$ cat src/rtl/pir_pkg.sv
// Constants and types shared by the PIR acquisition front-end and the alarm controller.
package pir_pkg;

  localparam int PIR_W                = 7;
  localparam int PIR_MOTION_THRESHOLD = 50;

  typedef enum logic [1:0] {
    ST_OFF    = 2'd0,
    ST_WARMUP = 2'd1,
    ST_RUN    = 2'd2
  } pir_state_e;

  typedef logic [PIR_W-1:0] pir_reading_t;

  // Add one detector sample, sticking at full scale instead of wrapping.
  function automatic pir_reading_t pir_sat_add(input pir_reading_t acc, input logic bit_in);
    pir_reading_t res;
    if (acc == {PIR_W{1'b1}}) begin
      res = acc;
    end else begin
      res = acc + pir_reading_t'(bit_in);
    end
    return res;
  endfunction

endpackage

$ cat src/rtl/pir_window_acc.sv
// One PIR channel: two-flop synchroniser, saturating window accumulator and
// the published reading register.
module pir_window_acc
  import pir_pkg::*;
(
  input  logic             clk,
  input  logic             rst_n,
  input  logic             raw_i,
  input  logic             win_end_i,
  input  logic             clear_i,
  input  logic             publish_i,
  output logic [PIR_W-1:0] reading_o
);

  logic [1:0]   sync_q;
  pir_reading_t acc_q;
  pir_reading_t acc_d;
  pir_reading_t reading_q;
  pir_reading_t reading_d;
  pir_reading_t sum_s;

  always_ff @(posedge clk) begin
    if (!rst_n) begin
      sync_q    <= 2'b00;
      acc_q     <= '0;
      reading_q <= '0;
    end else begin
      sync_q    <= {sync_q[0], raw_i};
      acc_q     <= acc_d;
      reading_q <= reading_d;
    end
  end

  // The window-end sample is folded into the published value so no cycle is lost.
  always_comb begin
    sum_s     = pir_sat_add(acc_q, sync_q[1]);
    acc_d     = sum_s;
    reading_d = reading_q;
    if (clear_i) begin
      acc_d     = '0;
      reading_d = '0;
    end else begin
      if (win_end_i) begin
        acc_d = '0;
      end else begin
        acc_d = sum_s;
      end
      if (publish_i) begin
        reading_d = sum_s;
      end else begin
        reading_d = reading_q;
      end
    end
  end

  assign reading_o = reading_q;

endmodule

$ cat src/rtl/pir_sensor_frontend.sv
// PIR acquisition front-end: OFF/WARMUP/RUN sequencing, shared window timing
// and three per-channel integrators producing 7-bit activity readings.
module pir_sensor_frontend
  import pir_pkg::*;
#(
  parameter int WINDOW         = 100,
  parameter int WARMUP_WINDOWS = 4
) (
  input  logic             clk,
  input  logic             rst_n,
  input  logic             enable,
  input  logic [2:0]       pir_raw,
  output logic [PIR_W-1:0] pir_sensor_1,
  output logic [PIR_W-1:0] pir_sensor_2,
  output logic [PIR_W-1:0] pir_sensor_3,
  output logic             sample_valid,
  output logic             ready
);

  localparam logic [6:0] WIN_LAST  = 7'(WINDOW - 1);
  localparam logic [3:0] WARM_LAST = 4'(WARMUP_WINDOWS - 1);

  pir_state_e state_q;
  pir_state_e state_d;
  logic [6:0] win_cnt_q;
  logic [6:0] win_cnt_d;
  logic [3:0] warm_q;
  logic [3:0] warm_d;
  logic       valid_q;
  logic       valid_d;
  logic       ready_q;
  logic       ready_d;

  logic       win_end_s;
  logic       clear_s;
  logic       publish_s;

  assign win_end_s = (state_q != ST_OFF) && (win_cnt_q == WIN_LAST);
  // Dropping enable clears everything at once, even mid-window or on a window end.
  assign clear_s   = (state_q == ST_OFF) || !enable;
  assign publish_s = (state_q == ST_RUN) && win_end_s && enable;

  always_ff @(posedge clk) begin
    if (!rst_n) begin
      state_q   <= ST_OFF;
      win_cnt_q <= 7'd0;
      warm_q    <= 4'd0;
      valid_q   <= 1'b0;
      ready_q   <= 1'b0;
    end else begin
      state_q   <= state_d;
      win_cnt_q <= win_cnt_d;
      warm_q    <= warm_d;
      valid_q   <= valid_d;
      ready_q   <= ready_d;
    end
  end

  always_comb begin
    state_d = state_q;
    if (!enable) begin
      state_d = ST_OFF;
    end else begin
      case (state_q)
        ST_OFF: begin
          if (WARMUP_WINDOWS == 0) begin
            state_d = ST_RUN;
          end else begin
            state_d = ST_WARMUP;
          end
        end
        ST_WARMUP: begin
          if (win_end_s && (warm_q == WARM_LAST)) begin
            state_d = ST_RUN;
          end else begin
            state_d = ST_WARMUP;
          end
        end
        ST_RUN:  state_d = ST_RUN;
        default: state_d = ST_OFF;
      endcase
    end
  end

  always_comb begin
    win_cnt_d = win_cnt_q;
    warm_d    = warm_q;
    if (clear_s) begin
      win_cnt_d = 7'd0;
      warm_d    = 4'd0;
    end else begin
      if (win_end_s) begin
        win_cnt_d = 7'd0;
      end else begin
        win_cnt_d = win_cnt_q + 7'd1;
      end
      if ((state_q == ST_WARMUP) && win_end_s) begin
        warm_d = warm_q + 4'd1;
      end else begin
        warm_d = warm_q;
      end
    end
  end

  always_comb begin
    ready_d = (state_d == ST_RUN);
    valid_d = publish_s;
  end

  pir_window_acc u_ch1 (
    .clk       (clk),
    .rst_n     (rst_n),
    .raw_i     (pir_raw[0]),
    .win_end_i (win_end_s),
    .clear_i   (clear_s),
    .publish_i (publish_s),
    .reading_o (pir_sensor_1)
  );

  pir_window_acc u_ch2 (
    .clk       (clk),
    .rst_n     (rst_n),
    .raw_i     (pir_raw[1]),
    .win_end_i (win_end_s),
    .clear_i   (clear_s),
    .publish_i (publish_s),
    .reading_o (pir_sensor_2)
  );

  pir_window_acc u_ch3 (
    .clk       (clk),
    .rst_n     (rst_n),
    .raw_i     (pir_raw[2]),
    .win_end_i (win_end_s),
    .clear_i   (clear_s),
    .publish_i (publish_s),
    .reading_o (pir_sensor_3)
  );

  assign sample_valid = valid_q;
  assign ready        = ready_q;

endmodule

$ cat config.mk
export PLATFORM = sky130hd
export DESIGN_NAME = pir_sensor_frontend
export DESIGN_NICKNAME = d
export VERILOG_FILES = /design/src/rtl/pir_pkg.sv /design/src/rtl/pir_window_acc.sv /design/src/rtl/pir_sensor_frontend.sv
export SDC_FILE = /design/constraint.sdc
export NUM_CORES = 1
export LEC_CHECK = 0
export ABC_AREA = 0
export CAP_MARGIN = 40
export CORE_MARGIN = 5
export CORE_UTILIZATION = 58
export DETAILED_ROUTE_END_ITERATION = 8
export PLACE_DENSITY = 0.83
export SLEW_MARGIN = 20
export SYNTH_ARGS = -nofsm -noshare
export SYNTH_HDL_FRONTEND = slang
export SYNTH_SLANG_ARGS = --single-unit
export TNS_END_PERCENT = 20
$ cat constraint.sdc
create_clock -name clk -period 3.38 [get_ports clk]
set_clock_uncertainty 0.15 [all_clocks]
set_input_delay 0.845 -clock clk [delete_from_list [all_inputs] [get_ports clk]]
set_output_delay 0.845 -clock clk [all_outputs]
set_load 0.02 [all_outputs]
# After elaboration in Yosys (flattened, before gate mapping)

Cells that the tools add are included.

Reduce and logical (&&, ||, !) cells: 11
Bitwise logic cells: 1
Mux-type cells: 6
Add/sub/neg operators: 5
Equal/unequal tests: 8

Operator list:

| operator                                                        | number |
|---|---|
| 7-bit == test, second input constant                            | 4 |
| 7-bit by 1-bit adder with 7-bit output                          | 3 |
| 7-bit 2-to-1 mux                                                | 3 |
| 7-bit by 1-bit adder with 7-bit output, second input constant   | 1 |
| 2-bit case mux with 3 select lines                              | 1 |
| 1-bit logical AND                                               | 5 |
| 4-bit by 1-bit adder with 4-bit output, second input constant   | 1 |
| 2-bit == test, second input constant                            | 2 |
| 4-bit by 2-bit == test with 1-bit output, second input constant | 1 |
| 2-bit 2-to-1 mux                                                | 2 |
| 3-bit OR reduction                                              | 1 |
| 2-bit by 1-bit == test with 1-bit output, second input constant | 1 |
| 2-bit logical NOT                                               | 1 |
| 2-bit nonzero test                                              | 1 |
| 2-bit OR reduction                                              | 1 |
| 1-bit logical NOT                                               | 1 |
| 1-bit logical OR                                                | 1 |
| 1-bit inverter                                                  | 1 |

Bits in registers: 63
Output and inout port bits: 23
Input bits: 6
Logic and storage cells: 45

# Logic depth before layout (Yosys ltp)

Gate-level depths: netlist of the first run.

Depth in word-level cells: 7
Gate-level depth with buffers: 6
Gate-level depth less buffers: 6

# Hierarchy

Synthesis of the first run repeated with hierarchy kept, for this count alone.

Cells, all modules: 283
Area, all modules: 2,700.1 sq um

By module, submodules not included:

| module              | sequential area each (sq um) | cells each | times used | area each (sq um) |
|---|---|---|---|---|
| pir_window_acc      | 320.3                        | 68         | 3          | 666.9 |
| pir_sensor_frontend | 300.3                        | 79         | 1          | 699.4 |

# Worst setup path before layout of the first run

OpenSTA, ideal clock, no wires.

Path type: register to register
From: reg win_cnt_q[4]
To: reg ready_q, in the netlist ready
Cell stages (with the launch flop): 6
Path slack: 1.323 ns
Arrival time: 1.837 ns
Cells stage by stage: dfxtp_1 or4b_1 buf_2 or2_4 or4_4 a21oi_1

Cells in the longest elaborated chain, start to end: 7

RTL lines:

| item                               | RTL line                   | RTL |
|---|---|---|
| from (decl)                        | pir_sensor_frontend.sv:25  | `logic [6:0] win_cnt_q;` |
| from (signal assigned)             | pir_sensor_frontend.sv:52  | `win_cnt_q <= win_cnt_d;` |
| 7-bit == test                      | pir_sensor_frontend.sv:38  | `assign win_end_s = (state_q != ST_OFF) && (win_cnt_q == WIN_LAST);` |
| 1-bit logical AND                  | pir_sensor_frontend.sv:38  |  |
| 1-bit logical AND                  | pir_sensor_frontend.sv:73  | `if (win_end_s && (warm_q == WARM_LAST)) begin` |
| 2-bit 2-to-1 mux                   | pir_sensor_frontend.sv:73  |  |
| 2-bit case mux with 3 select lines | pir_sensor_frontend.sv:64  | `case (state_q)` |
| 2-bit 2-to-1 mux                   | pir_sensor_frontend.sv:61  | `if (!enable) begin` |
| 2-bit == test                      | pir_sensor_frontend.sv:106 | `ready_d = (state_d == ST_RUN);` |
| to (signal assigned)               | pir_sensor_frontend.sv:55  | `ready_q <= ready_d;` |
| to (decl)                          | pir_sensor_frontend.sv:31  | `logic ready_q;` |

No other way between the ends.
A chain may end at the register's enable or synchronous reset.

# Final worst setup path of the first run

From: reg win_cnt_q[4]
To: reg u_ch3.acc_q[3]

Cells in the longest elaborated chain, start to end: 3

RTL lines:

| item                                | RTL line                  | RTL |
|---|---|---|
| 7-bit == test                       | pir_sensor_frontend.sv:38 |  |
| 1-bit logical AND                   | pir_sensor_frontend.sv:38 |  |
| 3-bit OR reduction (no source line) | n/a                       |  |
| to (signal assigned)                | pir_window_acc.sv:25      | `acc_q <= '0;` |
| to (signal assigned)                | pir_window_acc.sv:29      | `acc_q <= acc_d;` |
| to (decl)                           | pir_window_acc.sv:16      | `pir_reading_t acc_q;` |

No other way between the ends.

==> flow_summary.toml, run 1 <==
[clocking]
post_cts_buffers = 0
numCtsBuffers = 9
ctsResizeCount = 0
root_buffer = "clkbuf_8"
htreeDepth = 3
cts_max_path_buffers = 2
cts.sinks = 63
path_clk_slew_ps = 60
cts_tree = "yes"
clk_latency_ps = 330
ctsHoldBuffers = 0

[cells_and_area]
drive_above_1_share_pct = 7.143
layout_common_cells = "63 x dfxtp_1, 53 x nor2_1, 28 x clkdlybuf4s50_1"
num-nets-final = 305
antennaDiodeCount = 0
fill_cells = 316
final_common_cell = "dfxtp_1"
fin_util_pct = 72.44
syn_to_final_growth_pct = 20.94

[timing]
finalCritPeriodShare_pct = 73.03
hold_violations = 0
holdWs_ps = 283.9
worst_pin_slew_ps = 753.4
rsz0062_at_grt = "false"
slew_headroom_pct = 49.77
final_max_slew_viol_count = 0
finalSetupTns_ps = 0
layout_min_cycle_time_ps = 2468
fmax_mhz = 405.1
setup_viol = 0

[synth]
yosys_warnings = 0
syn_area_um2 = 2396
synth_cell_types = 31
synth_area_leaders = "dfxtp_1 53%, nor2_1 8.3%, xnor2_1 4.4%"
async_reset_ff_share_pct = 0
seq_area_frac_synth_pct = 52.64
synth_top_area_cell = "dfxtp_1"
synth_edf_count = 0
ys_ff_latch = 63
synth_area_per_cell_um2 = 9.287
syn_inst = 258
ys.flop_type = "dfxtp_1"
synth_top_area_share_pct = 52.64
synth_nets = 272

[global_routing]
grt_usage_pct = 17.96
grt_max_degree = 40
grt_pass1_vias = 1678
grt_first_pass_wirelength_um = 7500
antenna_found_initial = 0
overflow = 0

[die]
die-area_um2 = 5517
io_pins = 29
core_um2 = 4000
die-width_um = 74.28
start_util_pct = 59.90
die_height_um = 74.28
rows = 23

[detailed_routing]
viasPerCell = 5.366
wl_um = 4430
drtIter0Drc = 134
drc = 0
wl_per_cell_um = 12.88
vias = 1846
final_antenna_net_count = 0
dr.pass1.iters = 4

[critical_path]
ff2ff_setup_slack_ps = 910
cp-end-kind = "flop"
startpoint_type = "flop"
rr_startpoint = "win_cnt_q[4]"
reg2reg_depth = 5
reg2reg_to = "u_ch3.acc_q[3]"
crit_cells = 5
worst-path-max-fanout = 18
crit_slowest_cell = "or4b_1"
worstPathArrival_ps = 2540
slowest_delay_ps = 680
path_buf_inv = 1
path_delay_family = "simple AND/OR/NAND/NOR gates"
worstSetupPathType = "flop to flop"
crit_path_cell_trace = "or4b_1 -> or2_4 -> o21ai_2 -> buf_6 -> nor2_1"
crit_required_ps = 3450

[status]
run_status = "finished, final reports clean"

[flow_run]
drv_cap = 0

[power_and_ir_drop]
leakage_nw = 1.071
power_density_nw_per_um2 = 455.6
ir_drop_mv = 0.2901
p_total_mw = 1.320

[min_path]
min_to = "u_ch1.sync_q[1]"
hold-path-cell-count = 1
min_from = "u_ch1.sync_q[0]"
hold_path.class = "flop to flop"

[placed_design]
dp_hpwl_um = 3168
place.gp.congestion = 0.7949
io_buffers = 28
[cell usage after synthesis (2+ instances only)]
library cell	n
nor2_1	53
or2_2	2
nand2_1	19
dfxtp_1	63
o22ai_1	4
a21oi_1	11
and2_1	8
xor2_1	7
o21ai_0	9
a31oi_1	3
and3_1	5
buf_2	5
nor3_1	4
inv_1	4
clkbuf_1	4
ha_1	8
xnor2_1	12
mux2i_1	3
and4_1	6
nand4_1	2
nand3_1	8
a211oi_1	9
[worst max path at each step]
stage	from	endpoint	slack (ps)
floorplan	win_cnt_q[4]	ready	1320
global placement	enable	u_ch2.reading_o[6]	730
detailed placement	enable	u_ch2.reading_o[6]	680
CTS	win_cnt_q[4]	u_ch2.acc_q[6]	890
global route	win_cnt_q[4]	u_ch2.acc_q[6]	750
finish	win_cnt_q[4]	u_ch3.acc_q[3]	910
[logic make-up (layout without fill, tap and decap cells)]
family	Yosys count	in the layout	synth area share [%]
compound gates	38	38	9.608
buf+inv	13	49	2.297
xor+xnor	19	19	6.945
fa+ha+maj	8	8	4.178
mux	3	3	1.253
flops	63	63	52.64
simple gates	114	114	23.08
[routing by layer]
layer	part of all wire, %	global-route usage (%)
met5	0	0
met4	2.2	8.893
met2	45	27.95
met1	47	23.10
met3	5.4	4.865
[power breakdown]
group | internal, mW | total, mW | switching (mW)
Clock | 0.297 | 0.550 | 0.253
Combinational | 0.00995 | 0.0212 | 0.0112
Sequential | 0.747 | 0.749 | 0.00190
Total | 1.05 | 1.32 | 0.266
[state kept, by name, summed over array words and instances, names as in the netlist, 4 cells and up]
signal           count
u_ch2.acc_q          7
u_ch3.acc_q          7
u_ch1.acc_q          7
win_cnt_q            7
u_ch1.reading_o      7
u_ch2.reading_o      7
warm_q               4
u_ch3.reading_o      7
[stage by stage]
stage / setup WS (ps) / cell area (um^2) / cells
after floorplan: 1323 / 2396 / 258
after global placement: 731.5 / 2723 / 329
after detailed placement: 683.1 / 2734 / 330
after CTS: 893.6 / 2898 / 344
after global routing: 747.8 / 2898 / 344
final: 911.6 / 2898 / 344
[final cells by class]
class	instances	area, um^2	share of cell area, %
Sequential cell	63	1261	43.52
Multi-Input combinational cell	182	1089	37.56
Timing Repair Buffer	31	306.5	10.58
Clock buffer	13	158.9	5.484
Tap cell	50	62.56	2.159
Inverter	4	15.01	0.5181
Clock inverter	1	5.005	0.1727
No activity file was read; power rests on OpenSTA's default activity.
==> run 2: changes to the inputs <==
--- a/config.mk
+++ b/config.mk
@@ -8,9 +8,9 @@
 export ABC_AREA = 0
 export CAP_MARGIN = 40
 export CORE_MARGIN = 5
-export CORE_UTILIZATION = 58
+export CORE_UTILIZATION = 49
 export DETAILED_ROUTE_END_ITERATION = 8
-export PLACE_DENSITY = 0.83
+export PLACE_DENSITY = 0.74
 export SLEW_MARGIN = 20
 export SYNTH_ARGS = -nofsm -noshare
 export SYNTH_HDL_FRONTEND = slang
==> constraint.sdc (replaced) <==
create_clock -name clk -period 2 [get_ports clk]
set_clock_uncertainty 0.15 [all_clocks]
set_input_delay 0.5 -clock clk [delete_from_list [all_inputs] [get_ports clk]]
set_output_delay 0.5 -clock clk [all_outputs]
set_load 0.02 [all_outputs]
==> run 2 against run 1 <==
Effect of this change:
- die area is 16% higher
- largest power group unchanged
- clock power up 77%
- cell count is 9.6% higher
- routed wire length grew 4.2%
- critical endpoint is now ready
- flip-flop and latch count unchanged
- critical path type unchanged
- sequential share of layout area is 3.0 points lower
- first-iteration DRC count fell by 35%
- via count up 4.3%
- critical path depth fell by 1
- count of clock-buffer cells in the layout is 2 higher
- maximum frequency grew 24%
==> flow_summary.toml, run 2 (synthesis results as in run 1) <==
[status]
run_status = "finished, final reports clean"

[placed_design]
io_buffers = 28
dp_hpwl_um = 3233
dpl-instance-area_um2 = 2865
place.gp.congestion = 0.8213

[cells_and_area]
seqCellArea_um2 = 1262
num-nets-final = 320
drive_above_1_share_pct = 15.48
layout_common_cells = "62 x dfxtp_1, 53 x nor2_1, 27 x clkdlybuf4s50_1"
multiInputGateArea_um2 = 1145
final_common_cell = "dfxtp_1"
fill_cells = 399
antennaDiodeCount = 0
fin_util_pct = 66.04
finalInstanceArea_um2 = 3119
syn_to_final_growth_pct = 30.18

[detailed_routing]
vias = 1926
drc = 0
wl_um = 4615
drtIter0Drc = 87
wl_met2_um = 2187
met3_length_um = 267
top_layer = "met4"
wl_per_cell_um = 12.24
final_antenna_net_count = 0
viasPerCell = 5.109
dr.pass1.iters = 4
met1_length_um = 2063

[global_routing]
grt_usage_pct = 15.95
grt_max_degree = 14
grt_pass1_vias = 1767
overflow = 0
antenna_found_initial = 0
grt_first_pass_wirelength_um = 7776

[min_path]
min_to = "u_ch3.sync_q[1]"
hold_path.class = "flop to flop"
hold-path-cell-count = 1
min_from = "u_ch3.sync_q[0]"

[timing]
finalCritPeriodShare_pct = 99.77
hold_violations = 0
worst_pin_slew_ps = 339.9
final_max_slew_viol_count = 0
layout_min_cycle_time_ps = 1995
slew_headroom_pct = 77.26
setup_viol = 0
finalSetupTns_ps = 0
fmax_mhz = 501.2
rsz0062_at_grt = "true"

[critical_path]
reg2reg_to = "ready"
worstSetupPathType = "flop to flop"
worstPathArrival_ps = 2110
reg2reg_depth = 4
worst-path-max-fanout = 3
cp-end-kind = "flop"
crit_path_start = "win_cnt_q[2]"
rr_startpoint = "win_cnt_q[2]"
crit_required_ps = 2120
ff2ff_setup_slack_ps = 5
startpoint_type = "flop"

[die]
io_pins = 29
die_height_um = 79.93
rows = 25
core_um2 = 4723
die-width_um = 79.93
start_util_pct = 50.73
die-area_um2 = 6388

[power_and_ir_drop]
p_total_mw = 2.283
ir_drop_mv = 0.4749
power_density_nw_per_um2 = 732.0
leakage_nw = 1.178

[clocking]
numCtsBuffers = 9
root_buffer = "clkbuf_8"
cts_max_path_buffers = 2
path_clk_slew_ps = 60
clk_latency_ps = 330
cts.sinks = 63
htreeDepth = 3
ctsHoldBuffers = 0
cts_tree = "yes"

[flow_run]
drv_cap = 0
-- run 2: cell count changes in the layout (fill, tap and decap cells not counted), sizes merged --
| cell | before | now |
|---|---|---|
| buf | 3 | 18 |
| clkbuf | 13 | 15 |
| clkdlybuf4s50 | 28 | 27 |
| clkinv | 1 | 0 |
| dlymetal6s2s | 0 | 1 |
-- run 2: how the worst max path moves through the flow --
| stage | endpoint | depth (start not counted) | slack [ps] |
|---|---|---|---|
| floorplan | u_ch1.acc_q[5] | 6 | -20 |
| global placement | u_ch2.reading_o[1] | 6 | -200 |
| detailed placement | u_ch2.reading_o[1] | 6 | -240 |
| CTS | u_ch2.reading_o[1] | 6 | 2 |
| global route | ready | 4 | -30 |
| finish | ready | 4 | 5 |
-- run 2: where the power goes --
group	leakage (nW)	switching [mW]	internal, mW	total [mW]
Combinational	0.579	0.0217	0.0211	0.0428
Clock	0.0898	0.428	0.546	0.975
Sequential	0.509	0.00327	1.26	1.27
Total	1.18	0.453	1.83	2.28
-- run 2: area by class of cell --
class | instances | area share (%)
Inverter | 4 | 0.4813
Clock buffer | 15 | 5.656
Multi-Input combinational cell | 182 | 36.70
Tap cell | 67 | 2.688
Timing Repair Buffer | 46 | 14.00
Sequential cell | 63 | 40.47
-- run 2: metal layers --
layer | up-vias | global-route usage [%]
li1 | 984 | -
met3 | 11 | 7.336
met5 | - | 0
met4 | 0 | 6.081
met2 | 43 | 25.41
met1 | 888 | 18.59
-- run 2: critical path: stages (launching register included) --
cell     delay [ps]
dfxtp_2         320
or4b_4          570
or2_4           250
or4_4           500
a21oi_2         140
-- run 2: repair_timing --
| item | CTS | global route |
|---|---|---|
| cloned | 0 | 0 |
| pin swaps | 1 | 2 |
| resized for setup | 2 | 14 |
| hold endpoints to repair | 0 | 0 |
| setup endpoints to repair | 48 | 31 |
| setup buffers | 1 | 0 |
-- run 2: per-stage QoR --
stage                     setup WS, ps  cells  hold WS [ps]
after global routing            -26.71    377         309.4
after global placement          -196.0    361         269.0
after floorplan                 -22.36    258         261.8
after CTS                        1.665    377         288.7
after detailed placement        -238.2    361         278.7
final                            4.599    377         287.1
==> run 3: changes to the inputs <==
==> constraint.sdc (replaced) <==
create_clock -name clk -period 2 [get_ports clk]
set_clock_uncertainty 0.15 [all_clocks]
set_input_delay 0.4 -clock clk [delete_from_list [all_inputs] [get_ports clk]]
set_output_delay 0.4 -clock clk [all_outputs]
set_load 0.02 [all_outputs]
==> run 3 against run 2 <==
Effect of this change:
- non-clock buffer count down 3
- die area unchanged
- routed wire length down 1.0%
- setup slack better by 12 ps
- critical endpoint unchanged
==> flow_summary.toml, run 3 (synthesis results as in run 1) <==
[critical_path]
startpoint_type = "flop"
cp-end-kind = "flop"
worstPathArrival_ps = 2100
slowest_delay_ps = 560
worstSetupPathType = "flop to flop"
crit_slowest_cell = "or4b_4"
crit_required_ps = 2120
worst-path-max-fanout = 3
crit_path_cell_trace = "or4b_4 -> or2_4 -> or4_4 -> a21oi_2"

[power_and_ir_drop]
p_total_mw = 2.375
p_int_mw = 1.887
p_seq_share_pct = 53.3
switching_share_pct = 20.55
net-switching-power_mw = 0.4881
power_density_nw_per_um2 = 767.3
ir_drop_mv = 0.3954
combPwrFrac_pct = 1.7
p_clk_share_pct = 45.0
leakage_nw = 1.160

[timing]
worst_pin_slew_ps = 302.7
fmax_mhz = 504.2
holdWs_ps = 282.2
layout_min_cycle_time_ps = 1983
finalCritPeriodShare_pct = 99.16
final_max_slew_viol_count = 0
hold_violations = 0
setup_viol = 0
slew_headroom_pct = 79.82
rsz0062_at_grt = "true"

[die]
die_height_um = 79.93
io_pins = 29
die-width_um = 79.93
die-area_um2 = 6388
start_util_pct = 50.73
core_um2 = 4723
rows = 25

[clocking]
htreeDepth = 3
ctsHoldBuffers = 0
numCtsBuffers = 9
cts.sinks = 63
clk_latency_ps = 340
path_clk_slew_ps = 60
cts_tree = "yes"
cts_max_path_buffers = 2
root_buffer = "clkbuf_8"

[global_routing]
grt_max_degree = 22
grt_pass1_vias = 1759
antenna_found_initial = 0
overflow = 0
grt_usage_pct = 16.12
grt_first_pass_wirelength_um = 7941

[cells_and_area]
antennaDiodeCount = 0
final_common_cell = "dfxtp_1"
num-nets-final = 317
drive_above_1_share_pct = 13.96
syn_to_final_growth_pct = 29.19
layout_common_cells = "62 x dfxtp_1, 53 x nor2_1, 28 x clkdlybuf4s50_1"

[detailed_routing]
vias = 1897
wl_per_cell_um = 12.18
final_antenna_net_count = 0
drtIter0Drc = 90
wl_um = 4567
dr.pass1.iters = 4
viasPerCell = 5.059
drc = 0

[flow_run]
drv_cap = 0

[placed_design]
place.gp.congestion = 0.8199
io_buffers = 28
dp_hpwl_um = 3223

[status]
run_status = "finished, final reports clean"

[min_path]
hold_path.class = "flop to flop"
[run 3: cell count changes in the layout (fill, tap and decap cells not counted), moves of 2 or more]
| cell | change |
|---|---|
| clkbuf_8 | -2 |
| buf_6 | +2 |
| clkinv_2 | +3 |
| a211oi_1 | +3 |
| a211oi_2 | -3 |
| buf_4 | -5 |
[run 3: area by class of cell]
cell class | count | area (um^2)
multi-input combinational | 182 | 1120
fill | 412 | 1628
sequential | 63 | 1262
inverter | 4 | 15.01
clock buffer | 12 | 145.1
tap | 67 | 83.83
timing repair buffer | 43 | 424.2
clock inverter | 4 | 45.04
[run 3: repair_timing]
item                                    CTS  global route
endpoints found under the setup margin   17            22
gates resized for setup                   1             9
setup buffers                             1             0
pin swaps                                 1             1
[run 3: final timing paths]
check             slack (ps)               to  depth (start not counted)       startpoint
hold reg to reg          280  u_ch1.sync_q[1]                          1  u_ch1.sync_q[0]
setup / recovery          20            ready                          4     win_cnt_q[2]
setup reg to reg          20            ready                          4     win_cnt_q[2]
hold / removal           280  u_ch1.sync_q[1]                          1  u_ch1.sync_q[0]
[run 3: worst max-delay path: cells and delay by family, from the launching register on]
| kind | cells | cell delay (ps) |
|---|---|---|
| flops | 1 | 320 |
| simple gates | 3 | 1320 |
| compound gates | 1 | 130 |
[run 3: metal layers]
layer,vias to the layer above,part of all wire [%],GRT usage (%),wire [um]
met4,0,2.2,9.628,101
met3,10,4.6,4.063,211
met2,35,46,24.17,2081
li1,981,-,-,-
met1,871,48,20.71,2173
met5,-,0,0,0
[run 3: power by group through the flow]
stage	Sequential, mW	Clock [mW]	Combinational, mW
after floorplan	1.29	0	0.0188
final	1.27	1.07	0.0415
after detailed placement	1.29	0	0.0415
after global routing	1.26	1.16	0.0458
after CTS	1.27	1.08	0.0419
after global placement	1.29	0	0.0410
[run 3: through the flow]
step | setup slack, ps | util, % | instances | setup TNS (ps) | cell area [um^2]
after detailed placement | -116.1 | 60.45 | 358 | -1435 | 2855
after CTS | 4.037 | 64.72 | 375 | 0 | 3057
after floorplan | -22.36 | - | 258 | -452.2 | 2411
after global routing | -36.74 | 65.54 | 375 | -94.21 | 3095
final | 16.78 | 65.54 | 375 | 0 | 3095
after global placement | -96.57 | 60.45 | 358 | -1172 | 2855
